**config.mk**
```make
export PLATFORM = sky130hd
export DESIGN_NAME = fir_seq_mac
export DESIGN_NICKNAME = d
export VERILOG_FILES = /design/src/rtl/fir_seq_mac.sv
export SDC_FILE = /design/constraint.sdc
export NUM_CORES = 1
export LEC_CHECK = 0
export CAP_MARGIN = 40
export CORE_MARGIN = 2
export CORE_UTILIZATION = 50
export CTS_BUF_LIST = sky130_fd_sc_hd__clkbuf_16
export DETAILED_ROUTE_END_ITERATION = 12
export PLACE_DENSITY = 0.69
export SYNTH_ARGS = -nofsm -noshare
export SYNTH_HDL_FRONTEND = slang
export SYNTH_SLANG_ARGS = --single-unit
```
**constraint.sdc**
```tcl
create_clock -name CLK -period 15.25 [get_ports CLK]
set_input_delay 2.2875 -clock CLK [delete_from_list [all_inputs] [get_ports CLK]]
set_output_delay 2.2875 -clock CLK [all_outputs]
set_load 0.1 [all_outputs]
```
**src/rtl/fir_seq_mac.sv**
```systemverilog
// fir_seq_mac: handshaked TAPS-tap FIR filter sharing one multiplier across taps.
module fir_seq_mac #(
    parameter int DATA_W = 8,
    parameter int COEF_W = 8,
    parameter int TAPS = 3,
    localparam int OUT_W = DATA_W + COEF_W + $clog2(TAPS),
    localparam int ADDR_W = (TAPS > 2) ? $clog2(TAPS) : 1
) (
    input  logic              CLK,
    input  logic              RST,
    input  logic              IN_VALID,
    output logic              IN_READY,
    input  logic [DATA_W-1:0] IN_DATA,
    input  logic              COEF_WE,
    input  logic [ADDR_W-1:0] COEF_ADDR,
    input  logic [COEF_W-1:0] COEF_DATA,
    output logic              OUT_VALID,
    input  logic              OUT_READY,
    output logic [OUT_W-1:0]  OUT_DATA
);
    localparam int PROD_W = DATA_W + COEF_W;

    typedef enum logic [1:0] {IDLE, MAC, OUT} state_t;

    state_t            state, state_next;
    logic [DATA_W-1:0] x [TAPS];
    logic [COEF_W-1:0] coef [TAPS];
    logic [OUT_W-1:0]  acc;
    logic [OUT_W-1:0]  sum;
    logic [PROD_W-1:0] prod;
    logic [ADDR_W-1:0] idx;
    logic              last;
    logic              accept;
    logic              coef_wr;

    assign prod    = PROD_W'(coef[idx]) * PROD_W'(x[idx]);
    assign sum     = acc + OUT_W'(prod);
    assign last    = idx == ADDR_W'(TAPS - 1);
    assign accept  = IN_VALID && IN_READY;
    assign coef_wr = (state == IDLE) && COEF_WE && (32'(COEF_ADDR) < TAPS);

    always_ff @(posedge CLK or posedge RST) begin
        if (RST) state <= IDLE;
        else     state <= state_next;
    end

    always_comb begin
        state_next = (state == IDLE && IN_VALID)  ? MAC  :
                     (state == MAC  && last)      ? OUT  :
                     (state == OUT  && OUT_READY) ? IDLE : state;
    end

    always_comb begin
        IN_READY = (state == IDLE) && !RST;
    end

    always_ff @(posedge CLK or posedge RST) begin
        if (RST) begin
            for (int k = 0; k < TAPS; k++) begin
                x[k]    <= '0;
                coef[k] <= COEF_W'(k + 1);
            end
            acc       <= '0;
            idx       <= '0;
            OUT_VALID <= 1'b0;
            OUT_DATA  <= '0;
        end else begin
            // a write landing with an accept is visible to that sample's MAC pass
            if (coef_wr) coef[COEF_ADDR] <= COEF_DATA;
            if (accept) begin
                for (int k = TAPS - 1; k > 0; k--) x[k] <= x[k-1];
                x[0] <= IN_DATA;
                acc  <= '0;
                idx  <= '0;
            end
            if (state == MAC) begin
                acc <= sum;
                idx <= idx + 1'b1;
                if (last) begin
                    OUT_DATA  <= sum;
                    OUT_VALID <= 1'b1;
                end
            end
            if (state == OUT && OUT_READY) OUT_VALID <= 1'b0;
        end
    end
endmodule

```
; ---- Yosys cells after proc, flatten, opt, wreduce, memory -nomap -nowiden
; Cells that the tools add are included.
[word_totals]
regBits = 89
input_bits = 23
out_inout_bits = 20
elab_cells = 58
[op_classes]
addsub = 2
multipliers = 1
order_cmp = 4
eq_ne = 3
n_mux = 19
bitwise_logic = 2
n_reduce_logical = 16
[ops]
columns = operator, n
row1 = $mux 8, 5
row2 = $mux 18, 2
row3 = $bmux 8 s2, 2
row4 = $bwmux 24, 1
row5 = $add 18x16->18, 1
row6 = $demux 8 s2, 1
row7 = $mul 8x8->16, 1
row8 = $mux 2, 5
row9 = $logic_and 1x1->1, 8
row10 = $ge 3x3->1 const B, 2
row11 = $not 2->3, 2
row12 = $reduce_bool 2->1, 3
row13 = $eq 2x2->1 const B, 2
row14 = $reduce_and 2->1, 2
row15 = $lt 3x1->1 const B, 1
row16 = $mux 1, 3
row17 = $reduce_bool 3->1, 1
row18 = $add 2x1->2 const B, 1
row19 = $eq 2x1->1 const B, 1
row20 = $logic_not 2->1, 1
row21 = $lt 2x2->1 const B, 1
row22 = $logic_not 1->1, 1

; ---- Longest topological paths before layout
; Gate-level depths: netlist (run 1).
[depth]
word_depth = 7
mapped_depth = 22
ltp_nobuf = 21

; ---- Worst setup path after synthesis (run 1)
; OpenSTA, ideal clock, no wires.
[synth_timing]
path_type = in2out
start = input RST
end = output IN_READY
arrival_time_ns = 4.393
required_time_ns = 12.963
path_slack_ns = 8.569
path_stages = 1
path_buffers = 0
cell_sequence = nor3_1
[synth_between]
elab_chain_len = 2
[synth_lines]
columns = item, line
row1 = "start, declared", 10  ; input logic RST,
row2 = $logic_not 1->1 (no line), n/a
row3 = $logic_and 1x1->1, 54  ; IN_READY = (state == IDLE) && !RST;
row4 = "end, declared", 12  ; output logic IN_READY,
; Every way passes these cells.

; ---- Worst setup path after layout (run 1)
[layout_timing]
start = register idx[0]
end = register OUT_DATA[16]
[layout_between]
elab_chain_len = 6
word_cells_on_any_way = 11
cone_classes = add/sub: 1 / mul: 1 / eq/ne: 1 / mux: 6 / bitwise: 1 / reduce/logical: 1
[layout_lines]
columns = item, line
row1 = "start, declared", 31  ; logic [ADDR_W-1:0] idx;
row2 = "start signal, assigned", 78  ; idx <= idx + 1'b1;
row3 = $not 2->3 (implied by the code), 36  ; assign prod = PROD_W'(coef[idx]) * PROD_W'(x[idx]);
row4 = $bmux 8 s2, 36
row5 = $mux 8 (implied by the code) (2 in a row), 36
row6 = $mul 8x8->16, 36
row7 = $add 18x16->18, 37  ; assign sum = acc + OUT_W'(prod);
row8 = "end signal, assigned", 80  ; OUT_DATA <= sum;
row9 = "end, declared", 19  ; output logic [OUT_W-1:0] OUT_DATA
; Parallel ways exist; a longest one is shown, timed or not. The select of a mux whose other input is x is not followed.
; A chain may end at the register's enable or synchronous reset.

==> out/results.ini, run 1 <==
[outcome]
outcome=completed

[worst_setup_path]
cp-end-kind=flop
path_buf_inv=4
crit_family=adder cells
cp.required_ns=15.48
crit_chain=inv_1 > nor2_2 > nand2_1 > o21ai_1 > nand2_1 > fa_1 > inv_1 > fa_1 > inv_1 > fa_1 > fa_1 > inv_1 > ha_1 > o21ai_0 > o21bai_2 > a21oi_1 > o31ai_1 > mux2i_1 > o211ai_1
rrSetupSlack_ns=9.03
slowest_delay_ns=0.75
worstPathArrival_ns=6.45
cp_slowest_cell=dfrtp_1
cp_max_fo=20
worstSetupPathType=flop to flop
critPathLaunchType=flop

[floorplan]
num_rows=41
die_y_um=118
start_util_pct=51.1
core_um2=12600
die-area_um2=13800
die-width_um=118
ioPinCount=43

[cells_and_area]
drive_above_1_share_pct=12.4
mostFrequentLayoutCells=nand2_1 (122), inv_1 (104), dfrtp_1 (85), fa_1 (50), nor2_1 (48)
post-route-util_pct=60.7
fill_cells=1124
layout.cells.non_filler=924
syn2layout_area_growth_pct=18.9
final_common_cell=nand2_1
final_nets=861
diodes=0

[global_route]
overflow=0
grt_start_max_net_pins=59
grt_usage_pct=21.7
grt_pass1_wl_mm=24.2
grt_antenna_before_repair=0
grt_pass1_vias=5015

[synthesis]
synth_warnings=0
synthTopCellsByArea=dfrtp_1 (33%), fa_1 (16%), ha_1 (8.0%)
synth_top_area_share_pct=33.0
synth_nets=801
synthesis.area_um2=6450
async_flop_share_pct=100
synth_cell_types=52
synth_seq_cells=89
synth-edff-count=0
synth-seq-area-share_pct=34.6
synth.largest_area_cell=dfrtp_1
syn_area_per_cell_um2=9.38
netlist_instances=687
synth_ff_type=dfrtp_1

[sta]
fin_crit_sh_pct=40.8
finalSetupTns_ns=0
whs_ns=0.482
worst_pin_slew_ns=0.861
finalClockSkew_ns=0.00798
period_needed_ns=6.22
rsz0062_at_grt=false
max-slew-margin-rel_pct=42.5
timing.fmax_mhz=161
slew_violations=0
hold_viol_final=0
final-setup-viol-count=0

[clocking]
clockBufferDepth=2
postCtsSetupRepairBufs=0
cts_resized=0
cts.clk_slew.worst_paths_ns=0.07
htreeDepth=3
cts.sink_count=89
clock_latency_ns=0.35
cts-hold-fix-buffers=0
cts_root_buf=clkbuf_16
cts_made_buffers=9
cts_tree=done

[route]
detail-route-antenna-nets=0
drt-pass1-iter-count=4
vias=4845
met3WireLength_um=497
wl_per_cell_um=15.4
drt_iter0_drc=298
routed-wl-met2_mm=7.17
wl_met1_mm=6.30
drc_errors=0
viasPerCell=5.24
top_layer_used=met4
detail_route.wirelength_mm=14.2

[place]
dpl.hpwl_mm=11.0
gp_congestion=0.870
numPortBuffers=42
dp.cells=908

[flow_run]
maxCapViolations=0

[worst_hold_path]
worstHoldPathType=flop to flop

## layer usage
layer / global-route usage [%] / up-vias
li1: - / 2334
met1: 28.9 / 2411
met2: 37.1 / 83
met3: 3.59 / 17
met4: 5.72 / 0
met5: 0 / -
## worst min-delay path, cell delays in order, from the launching register on
cell,delay (ns)
dfrtp_1,0.34
nand2_1,0.04
o21ai_0,0.06
## cells in the mapped netlist, drive strengths merged, types with 5 or more instances
library cell,n
o21ai,36
mux2,28
ha,41
a31oi,5
nand2,122
nor2,49
buf,9
xnor2,6
nand2b,12
nand3,17
a21oi,27
or2,8
dfrtp,85
mux2i,19
fa,50
nor2b,7
xor2,5
o31ai,5
inv,103
a21o,7
clkbuf,10
## registers in the layout, summed over array words and instances, names as in the netlist
name,flops
OUT_DATA,18
OUT_VALID,1
x,24
coef,24
idx,2
state,2
acc,18
## logic make-up after synthesis
family,count (synthesis),share of synthesized area [%]
compound gates,95,9.24
xor+xnor,11,1.49
fa+ha+maj,91,23.5
buf+inv,122,7.34
flops,89,34.6
mux,47,7.84
simple gates,232,16.0
## path summary, 6_finish.rpt
path,startpoint,end,depth (start not counted)
worst max-delay path,idx[0]$_DFFE_PP0P_,OUT_DATA[16]$_DFFE_PP0P_,19
worst min-delay path,OUT_DATA[10]$_DFFE_PP0P_,OUT_DATA[10]$_DFFE_PP0P_,2
worst max register to register,idx[0]$_DFFE_PP0P_,OUT_DATA[16]$_DFFE_PP0P_,19
worst min register to register,OUT_DATA[10]$_DFFE_PP0P_,OUT_DATA[10]$_DFFE_PP0P_,2
max in group asynchronous,RST,coef[3]$_DFFE_PP0P_,3
min in group asynchronous,RST,acc[17]$_DFFE_PP0P_,2
## stage by stage
stage          worst slack, ns  cell area, µm²
2_1_floorplan             8.57            6450
3_3_place_gp              8.82            7010
3_5_place_dp              9.08            7400
4_1_cts                   9.04            7660
5_1_grt                   8.58            7660
6_report                  9.03            7660
## area by class of cell
| type | instances | area (µm²) | area share, % |
|---|---|---|---|
| Clock buffer | 9 | 225 | 2.94 |
| Clock inverter | 7 | 41.3 | 0.539 |
| Inverter | 103 | 388 | 5.06 |
| Multi-Input combinational cell | 476 | 3740 | 48.8 |
| Sequential cell | 89 | 2230 | 29.1 |
| Tap cell | 172 | 215 | 2.81 |
| Timing Repair Buffer | 68 | 821 | 10.7 |
Power of run 1 is not shown: default switching activity piles up to over one toggle a cycle in this logic, so the estimate is an artifact.
==> inputs of run 2 (changes only) <==
- clock period: 15.25 -> 6.45 ns (I/O delays scaled with it)
==> run 2 against run 1 <==
  * Global-route usage grew 0.59 points
  * Via count grew 1.4%
  * Die area is the same
==> out/results.ini, run 2 (synthesis gave the netlist of run 1 again) <==
[route]
viasPerCell=5.29  ; +0.86%
drc_errors=0  ; unchanged
detail-route-antenna-nets=0  ; unchanged
detail_route.wirelength_mm=14.5  ; +2.0%
drt-pass1-iter-count=5  ; +1
wl_per_cell_um=15.6  ; +1.5%
vias=4913  ; +1.4%
drt_iter0_drc=321  ; +7.7%

[outcome]
outcome=completed

[worst_hold_path]
hold_path_depth=2  ; unchanged
worstHoldPathType=flop to flop
worstHoldStart=OUT_DATA[10]$_DFFE_PP0P_
holdPathEnd=OUT_DATA[10]$_DFFE_PP0P_

[clocking]
cts_tree=done
postCtsSetupRepairBufs=0  ; unchanged
cts_resized=0  ; unchanged
cts.sink_count=89  ; unchanged
cts-hold-fix-buffers=0  ; unchanged
clockBufferDepth=2  ; unchanged
cts.clk_slew.worst_paths_ns=0.07  ; about the same
cts_made_buffers=9  ; unchanged
cts_root_buf=clkbuf_16
clock_latency_ns=0.35  ; about the same
htreeDepth=3  ; unchanged

[cells_and_area]
diodes=0  ; unchanged
final_common_cell=nand2_1
biggestRegsByFlops=coef (24), x (24)
fill_cells=1098  ; -2.3%
layout.cells.non_filler=929  ; +0.54%
mostFrequentLayoutCells=nand2_1 (122), inv_1 (103), dfrtp_1 (85), fa_1 (50), nor2_1 (48)
syn2layout_area_growth_pct=19.8
final_nets=866  ; +0.58%
drive_above_1_share_pct=13.1  ; +0.71 points

[sta]
max-slew-margin-rel_pct=45.4  ; +2.9 points
final-setup-viol-count=0  ; unchanged
worst_pin_slew_ns=0.817  ; -0.0437 ns
timing.fmax_mhz=171  ; +6.2%
period_needed_ns=5.86  ; -0.361 ns
slew_violations=0  ; unchanged
fin_crit_sh_pct=90.9  ; +50 points
rsz0062_at_grt=false
hold_viol_final=0  ; unchanged
whs_ns=0.480  ; -0.00176 ns
finalClockSkew_ns=0.00905  ; +0.00107 ns
finalSetupTns_ns=0  ; unchanged

[floorplan]
ioPinCount=43  ; unchanged
die_y_um=118  ; unchanged
num_rows=41  ; unchanged
die-area_um2=13800  ; unchanged
die-width_um=118  ; unchanged
core_um2=12600  ; unchanged
start_util_pct=51.1  ; unchanged

[worst_setup_path]
worstPathArrival_ns=6.14  ; -0.31 ns
rr_endpoint=OUT_DATA[17]$_DFFE_PP0P_
critPathLaunchType=flop
cp_max_fo=18  ; -10%
cp.required_ns=6.73  ; -8.75 ns
regToRegStartpoint=idx[1]$_DFFE_PP0P_
r2r.worst_path.cells=17  ; -2
rrSetupSlack_ns=0.59  ; -8.44 ns
cp-end-kind=flop
worstSetupPathType=flop to flop

[global_route]
top_usage_layer=met2
overflow=0  ; unchanged
grt_antenna_before_repair=0  ; unchanged
grt_start_max_net_pins=59  ; unchanged
met2_usage_pct=36.1  ; -1.1 points
grt_pass1_wl_mm=24.5  ; +1.3%
met3_usage_pct=3.68  ; +0.097 points
grtUsageMet1_pct=31.2  ; +2.2 points
grt_usage_pct=22.3  ; +0.59 points
grt_pass1_vias=4930  ; -1.7%

[place]
dp.cells=913  ; +0.55%
numPortBuffers=42  ; unchanged
dpl.hpwl_mm=11.4  ; +4.2%
gp_congestion=0.923  ; +6.2%

[flow_run]
maxCapViolations=0  ; unchanged

run 2: changes by cell type in the layout (fill, tap and decap cells not counted), sizes merged:
cell      before  now
buf           26   31
clkinv         5    3
bufinv         0    1
clkinvlp       1    2
run 2: worst max-delay path by stage:
stage | end | cells after the start | slack, ns | startpoint
after CTS | OUT_DATA[17]$_DFFE_PP0P_ | 17 | 0.57 | idx[1]$_DFFE_PP0P_
after global routing | OUT_DATA[17]$_DFFE_PP0P_ | 17 | 0.28 | idx[1]$_DFFE_PP0P_
final | OUT_DATA[17]$_DFFE_PP0P_ | 17 | 0.59 | idx[1]$_DFFE_PP0P_
after detailed placement | OUT_DATA[17]$_DFFE_PP0P_ | 17 | 0.60 | idx[1]$_DFFE_PP0P_
after global placement | OUT_DATA[17]$_DFFE_PP0P_ | 19 | 0.81 | idx[1]$_DFFE_PP0P_
after floorplan | OUT_DATA[17]$_DFFE_PP0P_ | 19 | 1.35 | idx[1]$_DFFE_PP0P_
run 2: stage by stage:
step | cell area [µm²] | util (%) | setup WS (ns)
floorplan | 6450 | - | 1.35
global placement | 7060 | 55.9 | 0.812
detailed placement | 7430 | 58.9 | 0.603
CTS | 7720 | 61.2 | 0.565
global route | 7720 | 61.2 | 0.278
finish | 7720 | 61.2 | 0.588
run 2: cell type report:
type                       count  area (µm²)  share of cell area (%)
multi-input combinational    476        3740                    48.4
tap                          172         215                    2.79
timing repair buffer          73         851                    11.0
clock buffer                   9         225                    2.92
inverter                     103         388                    5.02
sequential                    89        2230                    28.9
clock inverter                 7        70.1                   0.907
run 2: worst max-delay path: stages, from the launching register on:
cell and delay [ns]:
dfrtp_1 0.56, nor2_2 0.60, a21oi_1 0.39, or2_2 0.39, fa_1 0.52, fa_1 0.55, inv_1 0.06, fa_1 0.53
inv_1 0.05, fa_1 0.52, inv_1 0.04, ha_1 0.36, a21oi_1 0.19, nor3b_2 0.23, a21bo_2 0.21, a31oi_2 0.14
or3_1 0.38, nand3_1 0.09
run 2: layer usage:
metal  wire [µm]  vias up
li1            -     2332
met1        6400     2455
met2        7220      109
met3         576       17
met4         269        0
met5           0        -
Power of run 2 is left out for the same reason.
==> inputs of run 3 (changes only) <==
- SKIP_CTS_REPAIR_TIMING: unset -> 1
==> results of run 3 <==
No change in the layout: final DEF, timing and power equal those of run 2.
Power of run 3 is left out for the same reason.
